===== src/rtl/reg_file_sb_pkg.sv =====
// reg_file_sb_pkg: shared constants and helpers for the scoreboarded register file.
//   DEF_ADDR_W / DEF_DATA_W / DEF_NUM_RD : default geometry of the integer register file
//   ZERO_ADDR                            : address of the hardwired zero register
//   slice_field()                        : extracts field idx of width w from a flattened vector
package reg_file_sb_pkg;

  localparam int DEF_ADDR_W  = 5;
  localparam int DEF_DATA_W  = 32;
  localparam int DEF_NUM_RD  = 2;
  localparam int ZERO_ADDR   = 0;

  // Widest flattened vector / field the helper handles (4 ports x 64 bits).
  localparam int MAX_VEC_W   = 256;
  localparam int MAX_FIELD_W = 64;

  // Returns vec[idx*w +: w], zero-extended to MAX_FIELD_W bits.
  function automatic logic [MAX_FIELD_W-1:0] slice_field(
    input logic [MAX_VEC_W-1:0] vec,
    input int                   idx,
    input int                   w
  );
    logic [MAX_VEC_W-1:0]   shifted;
    logic [MAX_FIELD_W-1:0] mask;
    shifted = vec >> (idx * w);
    if (w >= MAX_FIELD_W) begin
      mask = '1;
    end else begin
      mask = (64'd1 << w) - 64'd1;
    end
    return shifted[MAX_FIELD_W-1:0] & mask;
  endfunction

endpackage


===== src/rtl/reg_sb_scoreboard.sv =====
// reg_sb_scoreboard: per-register pending bits plus an incrementally maintained count.
//   clk, reset      : clock, synchronous active-high clear
//   pend_set/addr   : decode allocates a writer for pend_addr (sets the bit)
//   wr_en/wr_addr   : writeback retires the writer of wr_addr (clears the bit)
//   flush           : clears every pending bit, overriding set and clear
//   pend_q          : pending bit vector, one bit per register
//   pend_cnt        : number of set bits in pend_q
module reg_sb_scoreboard
  import reg_file_sb_pkg::*;
#(
  parameter int ADDR_W   = DEF_ADDR_W,
  parameter int ZERO_REG = 1
) (
  input  logic                   clk,
  input  logic                   reset,
  input  logic                   pend_set,
  input  logic [ADDR_W-1:0]      pend_addr,
  input  logic                   wr_en,
  input  logic [ADDR_W-1:0]      wr_addr,
  input  logic                   flush,
  output logic [(2**ADDR_W)-1:0] pend_q,
  output logic [ADDR_W:0]        pend_cnt
);

  localparam int N = 2 ** ADDR_W;

  logic [N-1:0]    pend_d;
  logic [ADDR_W:0] cnt_q;
  logic [ADDR_W:0] cnt_d;
  logic            set_ok_s;
  logic            clr_ok_s;
  logic            inc_s;
  logic            dec_s;

  assign pend_cnt = cnt_q;

  // Next pending vector and count; set beats clear on the same address.
  always_comb begin
    pend_d   = pend_q;
    cnt_d    = cnt_q;
    set_ok_s = pend_set && !((ZERO_REG != 0) && (pend_addr == ADDR_W'(ZERO_ADDR)));
    clr_ok_s = wr_en    && !((ZERO_REG != 0) && (wr_addr   == ADDR_W'(ZERO_ADDR)));
    // A 0->1 edge only when the target is idle; a 1->0 edge only when the
    // cleared register is pending and not being re-allocated this cycle.
    inc_s    = set_ok_s && !pend_q[pend_addr];
    dec_s    = clr_ok_s && pend_q[wr_addr] && !(set_ok_s && (pend_addr == wr_addr));
    if (flush) begin
      pend_d = '0;
      cnt_d  = '0;
    end else begin
      if (clr_ok_s) begin
        pend_d[wr_addr] = 1'b0;
      end else begin
        pend_d = pend_d;
      end
      if (set_ok_s) begin
        pend_d[pend_addr] = 1'b1;
      end else begin
        pend_d = pend_d;
      end
      case ({inc_s, dec_s})
        2'b10:   cnt_d = cnt_q + (ADDR_W+1)'(1);
        2'b01:   cnt_d = cnt_q - (ADDR_W+1)'(1);
        default: cnt_d = cnt_q;
      endcase
    end
  end

  // Pending state register with synchronous clear.
  always_ff @(posedge clk) begin
    if (reset) begin
      pend_q <= '0;
      cnt_q  <= '0;
    end else begin
      pend_q <= pend_d;
      cnt_q  <= cnt_d;
    end
  end

endmodule


===== src/rtl/reg_file_sb.sv =====
// reg_file_sb: N-read / 1-write integer register file with built-in scoreboard.
//   clk, reset          : clock, synchronous active-high clear of storage and scoreboard
//   rd_addr / rd_data   : flattened read ports, port k at [k*W +: W]; reads are combinational
//   rd_rdy              : port k operand valid (no pending writer)
//   wr_en/addr/data     : writeback port, lands at posedge
//   pend_set/pend_addr  : decode allocates a writer
//   flush               : clears all pending bits (storage write still happens)
//   pend_cnt            : number of pending registers
// Optional macro REG_FILE_SB_BYPASS_EN: same-cycle forwarding of writeback data to reads.
module reg_file_sb
  import reg_file_sb_pkg::*;
#(
  parameter int ADDR_W   = DEF_ADDR_W,
  parameter int DATA_W   = DEF_DATA_W,
  parameter int NUM_RD   = DEF_NUM_RD,
  parameter int ZERO_REG = 1
) (
  input  logic                     clk,
  input  logic                     reset,
  input  logic [NUM_RD*ADDR_W-1:0] rd_addr,
  output logic [NUM_RD*DATA_W-1:0] rd_data,
  output logic [NUM_RD-1:0]        rd_rdy,
  input  logic                     wr_en,
  input  logic [ADDR_W-1:0]        wr_addr,
  input  logic [DATA_W-1:0]        wr_data,
  input  logic                     pend_set,
  input  logic [ADDR_W-1:0]        pend_addr,
  input  logic                     flush,
  output logic [ADDR_W:0]          pend_cnt
);

  localparam int N = 2 ** ADDR_W;

  logic [N-1:0][DATA_W-1:0] mem_q;
  logic [N-1:0][DATA_W-1:0] mem_d;
  logic [N-1:0]             pend_s;
  logic [MAX_VEC_W-1:0]     rd_addr_ext_s;
  logic                     wr_ok_s;
  logic [ADDR_W-1:0]        rd_a_s;

  assign rd_addr_ext_s = MAX_VEC_W'(rd_addr);
  assign wr_ok_s       = wr_en && !((ZERO_REG != 0) && (wr_addr == ADDR_W'(ZERO_ADDR)));

  reg_sb_scoreboard #(
    .ADDR_W   (ADDR_W),
    .ZERO_REG (ZERO_REG)
  ) u_sb (
    .clk       (clk),
    .reset     (reset),
    .pend_set  (pend_set),
    .pend_addr (pend_addr),
    .wr_en     (wr_en),
    .wr_addr   (wr_addr),
    .flush     (flush),
    .pend_q    (pend_s),
    .pend_cnt  (pend_cnt)
  );

  // Storage next state; writes to x0 are dropped, flush does not block the write.
  always_comb begin
    mem_d = mem_q;
    if (wr_ok_s) begin
      mem_d[wr_addr] = wr_data;
    end else begin
      mem_d = mem_q;
    end
  end

  // Storage register with synchronous clear.
  always_ff @(posedge clk) begin
    if (reset) begin
      mem_q <= '0;
    end else begin
      mem_q <= mem_d;
    end
  end

  // Read muxes and ready flags per port.
  always_comb begin
    rd_data = '0;
    rd_rdy  = '0;
    rd_a_s  = '0;
    for (int k = 0; k < NUM_RD; k++) begin
      rd_a_s = ADDR_W'(slice_field(rd_addr_ext_s, k, ADDR_W));
      if ((ZERO_REG != 0) && (rd_a_s == ADDR_W'(ZERO_ADDR))) begin
        rd_data[k*DATA_W +: DATA_W] = '0;
        rd_rdy[k]                   = 1'b1;
`ifdef REG_FILE_SB_BYPASS_EN
      end else if (wr_ok_s && (wr_addr == rd_a_s)) begin
        // Forwarded operand is valid now even if decode re-allocates it this cycle.
        rd_data[k*DATA_W +: DATA_W] = wr_data;
        rd_rdy[k]                   = 1'b1;
`endif
      end else begin
        rd_data[k*DATA_W +: DATA_W] = mem_q[rd_a_s];
        rd_rdy[k]                   = ~pend_s[rd_a_s];
      end
    end
  end

endmodule


===== config.mk =====
export PLATFORM = sky130hd
export DESIGN_NAME = reg_file_sb
export DESIGN_NICKNAME = d
export VERILOG_FILES = /design/src/rtl/reg_file_sb_pkg.sv /design/src/rtl/reg_sb_scoreboard.sv /design/src/rtl/reg_file_sb.sv
export SDC_FILE = /design/constraint.sdc
export NUM_CORES = 2
export LEC_CHECK = 0
export BUFFER_PORTS_ARGS = -buffer_cell sky130_fd_sc_hd__buf_2
export CAP_MARGIN = 25
export CORE_MARGIN = 8
export CORE_UTILIZATION = 55
export DETAILED_ROUTE_END_ITERATION = 6
export PLACE_DENSITY = 0.81
export SYNTH_ARGS = -nofsm -noshare
export SYNTH_HDL_FRONTEND = slang
export SYNTH_HIERARCHICAL = 1
export SYNTH_SLANG_ARGS = --single-unit

===== constraint.sdc =====
create_clock -name clk -period 3.5 [get_ports clk]
set_input_delay 0.35 -clock clk [delete_from_list [all_inputs] [get_ports clk]]
set_output_delay 0.35 -clock clk [all_outputs]
set_load 0.02 [all_outputs]

# Word level (Yosys, flattened, before mapping)
# Index checks and enable logic that the tools add are counted.
# Widths: inputs -> output; s select.
# word_totals
register_bits	1062
inputBits	57
output_inout_bits	72
word_cells	95
# op_classes
n_addsub	2
n_lt_le_gt_ge	6
eq_ne	3
mux	27
n_bitwise	5
reduce_logical	18
# ops
cell	n
$bwmux 1024	1
$bmux 32 s5	2
$mux 32	8
$demux 32 s5	1
$and 32x32->32	1
$not 32->32	1
$or 32x32->32	1
$lt 5x6->1 const B	4
$bmux 1 s5	4
$logic_not 5->1	4
$pmux 6 s2	1
$demux 1 s5	2
$ge 5x1->1 const B	2
$logic_and 1x1->1	8
$mux 1	8
$add 6x1->6 const B	1
$sub 6x1->6 const B	1
$eq 5x5->1	1
$logic_not 1->1	4
$eq 2x1->1 const B	1
$eq 2x2->1 const B	1
$not 1->1	2
$reduce_bool 2->1	1
$reduce_or 2->1	1

# Depth between registers and ports, before layout
# depth
word_depth	10
ltp_mapped	13
ltp_nobuf	12

# Cells and area by module
# Netlist, hierarchy kept.
# modules_own_cells
mod	n_inst	cells_per_inst	area_per_inst_um2	seq_area_each_um2
reg_file_sb	1	5937	52043.7	20499.7
reg_sb_scoreboard	1	273	2339.7	760.7

# Worst setup path after synthesis
# No wires, ideal clock.
# synth_timing
kind	input port to flip-flop
start	input pend_addr[0]
end	register u_sb.cnt_q[5], in the netlist u_sb/pend_cnt[5]
setup_ns	0.128
arrival_ns	3.117
t_required_ns	3.372
slack_ns	0.256
path_stages	12
path_buffers	1
cell_sequence	buf_6 > mux4_2 > mux4_2 > nand2b_1 > o211ai_1 > ha_1 > ha_1 > or4b_1 > a311o_1 > o311ai_1 > xnor2_1 > nor2_1
# synth_via
elab_chain_cells	8
elab_cells_between_ends	15
cone_classes	3 x eq/ne; 3 x mux; 9 x reduce/logical
# synth_rtl
element	line	source
start: declaration	reg_file_sb.sv:27	input logic [ADDR_W-1:0] pend_addr,
parallel branches: the longest is 8 deep, another holds $pmux 6 s2	-	
end signal: assignment	reg_sb_scoreboard.sv:76	cnt_q <= cnt_d;
end: declaration	reg_sb_scoreboard.sv:28	logic [ADDR_W:0] cnt_q;
# Parallel ways; which one is timed is not known. The select of a mux whose other input is x is not followed.
# A chain may end at the register's enable or synchronous reset.

# Worst setup path after layout
# layout_timing
start	register mem_q[996] (netlist bit)
end	output rd_data[36]
# layout_via
elab_chain_cells	3
# layout_rtl
element	line	source
start: declaration	reg_file_sb.sv:34	logic [N-1:0][DATA_W-1:0] mem_q;
start signal: assignment	reg_file_sb.sv:74	mem_q <= mem_d;
$bmux 32 s5	reg_file_sb.sv:95	rd_data[k*DATA_W +: DATA_W] = mem_q[rd_a_s];
$mux 32 (not written as such)	reg_file_sb.sv:95	
$mux 32	reg_file_sb.sv:85	if ((ZERO_REG != 0) && (rd_a_s == ADDR_W'(ZERO_ADDR))) begin
end: declaration	reg_file_sb.sv:21	output logic [NUM_RD*DATA_W-1:0] rd_data,
# No other way between the ends. The select of a mux whose other input is x is not followed.

==> results.cfg <==
[status]
status = finished, violations left
violations = design-rule violations

[sta]
skew_ns = 0.0274
fin_crit_sh_pct = 98.6
max_freq_ghz = 0.290
hold_viol_final = 0
worst_pin_slew_ns = 1.13
worst_hold_slack_ns = 0.0758
rsz0062_at_grt = false
fin_ws_ns = 0.0475
fin_crit_ns = 3.45
setup_violations = 0
slew_violations = 0
slew-limit-headroom_pct = 24.2
fin_tns_setup_ns = 0

[clock_network]
cts.sinks = 1062
post_cts_buffers = 0
clkLatencyLatePin_ns = 0.69
clock_path_buffers = 3
clockRootBuffer = clkbuf_16
cts_tree = built
clk_pin_slew_ns = 0.06
h-tree-depth = 3
cts_inserted_buffers = 109

[placement]
placed_area_mm2 = 0.0568
portBuffers = 128
place_congestion = 0.956
dp_hpwl_mm = 123
place_inst = 7266
dp_slack_ns = -0.143

[worst_setup_path]
endpoint_kind = output pin
crit_arrival_ns = 3.10
path_buf_inv = 1
cp_max_fo = 3
startpoint_type = register
cp-startpoint = mem_q[996]$_SDFFE_PP0P_
rr_endpoint = u_sb/pend_cnt[4]$_SDFFE_PP0P_
ff2ff_path_depth = 13
cp_top_family = compound AO/OA/AOI/OAI gates
path_depth = 5
cp.required_ns = 3.15
r2r_start = u_sb/pend_q[1]$_SDFF_PP0_
crit_end = rd_data[36]
max_stage_delay_ns = 0.80
crit_type = register to output pin
reg2reg_slack_ns = 0.13
slowest_stage = a2111oi_1
cp_cell_sequence = mux4_2 > a22o_1 > a2111oi_1 > nor3_1 > buf_2

[drt]
ant_nets = 0
drc = 17
viasPerCell = 6.94
drt_iter0_markers = 8062
wl_mm = 203
post_drt_wl_per_cell_um = 27.2
vias = 51900
drt_first_pass_iters = 7

[pwr]
power_leakage_nw = 20.4
cellPowerDensity_mw_per_mm2 = 448
ir_worst_vdd_mv = 0.363
p_total_mw = 27.2

[floorplanning]
fp.dieW_um = 330
initial_utilization_pct = 55.4
dieArea_mm2 = 0.109
rows = 115
die_y_um = 330
core_area_mm2 = 0.0981
io_pins = 129

[synthesis]
synth_fp_nets = 6273
synth-compound-area-share_pct = 14.6
avgSynthCellArea_um2 = 8.76
synth_cells = 6210
async_flop_share_pct = 0
synth_edf_count = 0
synth_cell_type_count = 57
synth_area_mm2 = 0.0544
yosysWarnings = 6
synthAdderAreaFrac_pct = 0.152
synthMuxAreaShare_pct = 23.6
synth-simple-area-share_pct = 17.2
yosysSeqAreaShare_pct = 39.1
synth_flop_cell = dfxtp_1
ys_ff_latch = 1062
synth_xor_area_share_pct = 0.161
synth_top_family_by_area = multiplexers

[global_route]
gr-total-overflow = 0
groute.usage.overall_pct = 35.8
grt_pass1_wl_mm = 302
antenna_found_initial = 19
grt_max_degree = 174
grt_pass1_vias = 51100

[layout]
syn_to_final_growth_pct = 11.6
postLayoutCoreUtil_pct = 61.8
fin_cells = 7485
fin_area_mm2 = 0.0607
fillers = 7657
final_layout_size_suffix_gt1_share_pct = 18.1
nets = 6154

[flow_run]
maxCapViolations = 0

[min_path]
min_path_type = input pin to register
## report_power, final
part / internal (mW) / switching (mW) / total [mW]
clock: 7.19 / 5.18 / 12.4
sequential: 12.2 / 0.0693 / 12.2
combinational: 0.801 / 1.74 / 2.54
## cell type report
class	instances	area [um2]	share of cell area [%]
inverters	4	15.0	0.0247
well taps	1287	1610	2.65
diodes	16	40.0	0.0660
clock buffers	152	3120	5.14
clock inverters	50	667	1.10
flip-flops and latches	1062	21300	35.0
repair buffers	417	3450	5.69
multi-input cells	4497	30500	50.3
## synthesized netlist by cell type, drive strengths merged, types with 14 or more instances
library cell	count	area share (%)
nor2b	74	0.85
mux4	427	18
clkbuf	418	2.9
o32ai	14	0.23
a22o	60	0.97
nor4	15	0.18
mux2	36	0.75
o221ai	16	0.26
buf	229	2.3
nand2	2059	14
o21ai	32	0.29
a2111oi	52	0.84
dfxtp	1062	39
o22ai	71	0.82
a211oi	27	0.37
a21oi	1061	9.8
and2	35	0.40
nor3	55	0.51
nor2	35	0.24
a22oi	67	0.92
mux2i	280	5.2
## worst min path at each step
stage                     cells after the start  slack [ns]                         to                 startpoint
after floorplan                               2        0.44  u_sb/pend_q[0]$_SDFF_PP0_  u_sb/pend_q[0]$_SDFF_PP0_
after global placement                        2        0.45    mem_q[915]$_SDFFE_PP0P_    mem_q[915]$_SDFFE_PP0P_
after detailed placement                      2        0.46    mem_q[218]$_SDFFE_PP0P_    mem_q[218]$_SDFFE_PP0P_
after CTS                                     4        0.07  u_sb/pend_q[3]$_SDFF_PP0_               pend_addr[2]
after global routing                          4        0.11  u_sb/pend_q[3]$_SDFF_PP0_               pend_addr[2]
final                                         4        0.08  u_sb/pend_q[3]$_SDFF_PP0_               pend_addr[2]
## kinds of logic after synthesis
group / after synthesis
AND/OR/NAND/NOR: 2327
AO/OA/AOI/OAI: 1411
flip-flops: 1062
multiplexers: 743
buffers and inverters: 651
XOR/XNOR: 10
adder cells (fa/ha/maj): 6
## layer usage
| metal | wire, um | GRT usage [%] |
|---|---|---|
| met1 | 65800 | 42.2 |
| met2 | 86000 | 53.1 |
| met3 | 33400 | 13.5 |
| met4 | 18100 | 27.0 |
| met5 | 99 | 0 |
## cell usage in the layout (no fill, tap or decap), drive strengths merged, types with 27 or more instances in the layout
cell | Yosys | final
mux2 | 36 | 36
clkbuf | 418 | 153
and2 | 35 | 35
a22o | 60 | 60
buf | 229 | 416
mux4 | 427 | 427
clkinv | 0 | 29
nor3 | 55 | 55
a211oi | 27 | 27
nand2 | 2059 | 2059
nor2 | 35 | 35
mux2i | 280 | 280
o22ai | 71 | 71
o21ai | 32 | 32
dfxtp | 1062 | 1062
a2111oi | 52 | 52
a21oi | 1061 | 1061
a22oi | 67 | 67
nor2b | 74 | 74
## state kept, by name, indices dropped and copies added, names as in the netlist
signal / cells
mem_q: 1024
u_sb/pend_q: 32
u_sb/pend_cnt: 6
## worst min-delay path, stage by stage
cell,delay [ns]
buf_2,0.15
nor3_1,0.10
nand2_1,0.07
a21oi_1,0.05
## timing repair
| item | 4_1_cts | 5_1_grt |
|---|---|---|
| endpoints found under the setup margin | 1 | 0 |
| gates resized for setup | 1 | 0 |
| hold buffers | 0 | 0 |
(Power assumes the default switching activity.)
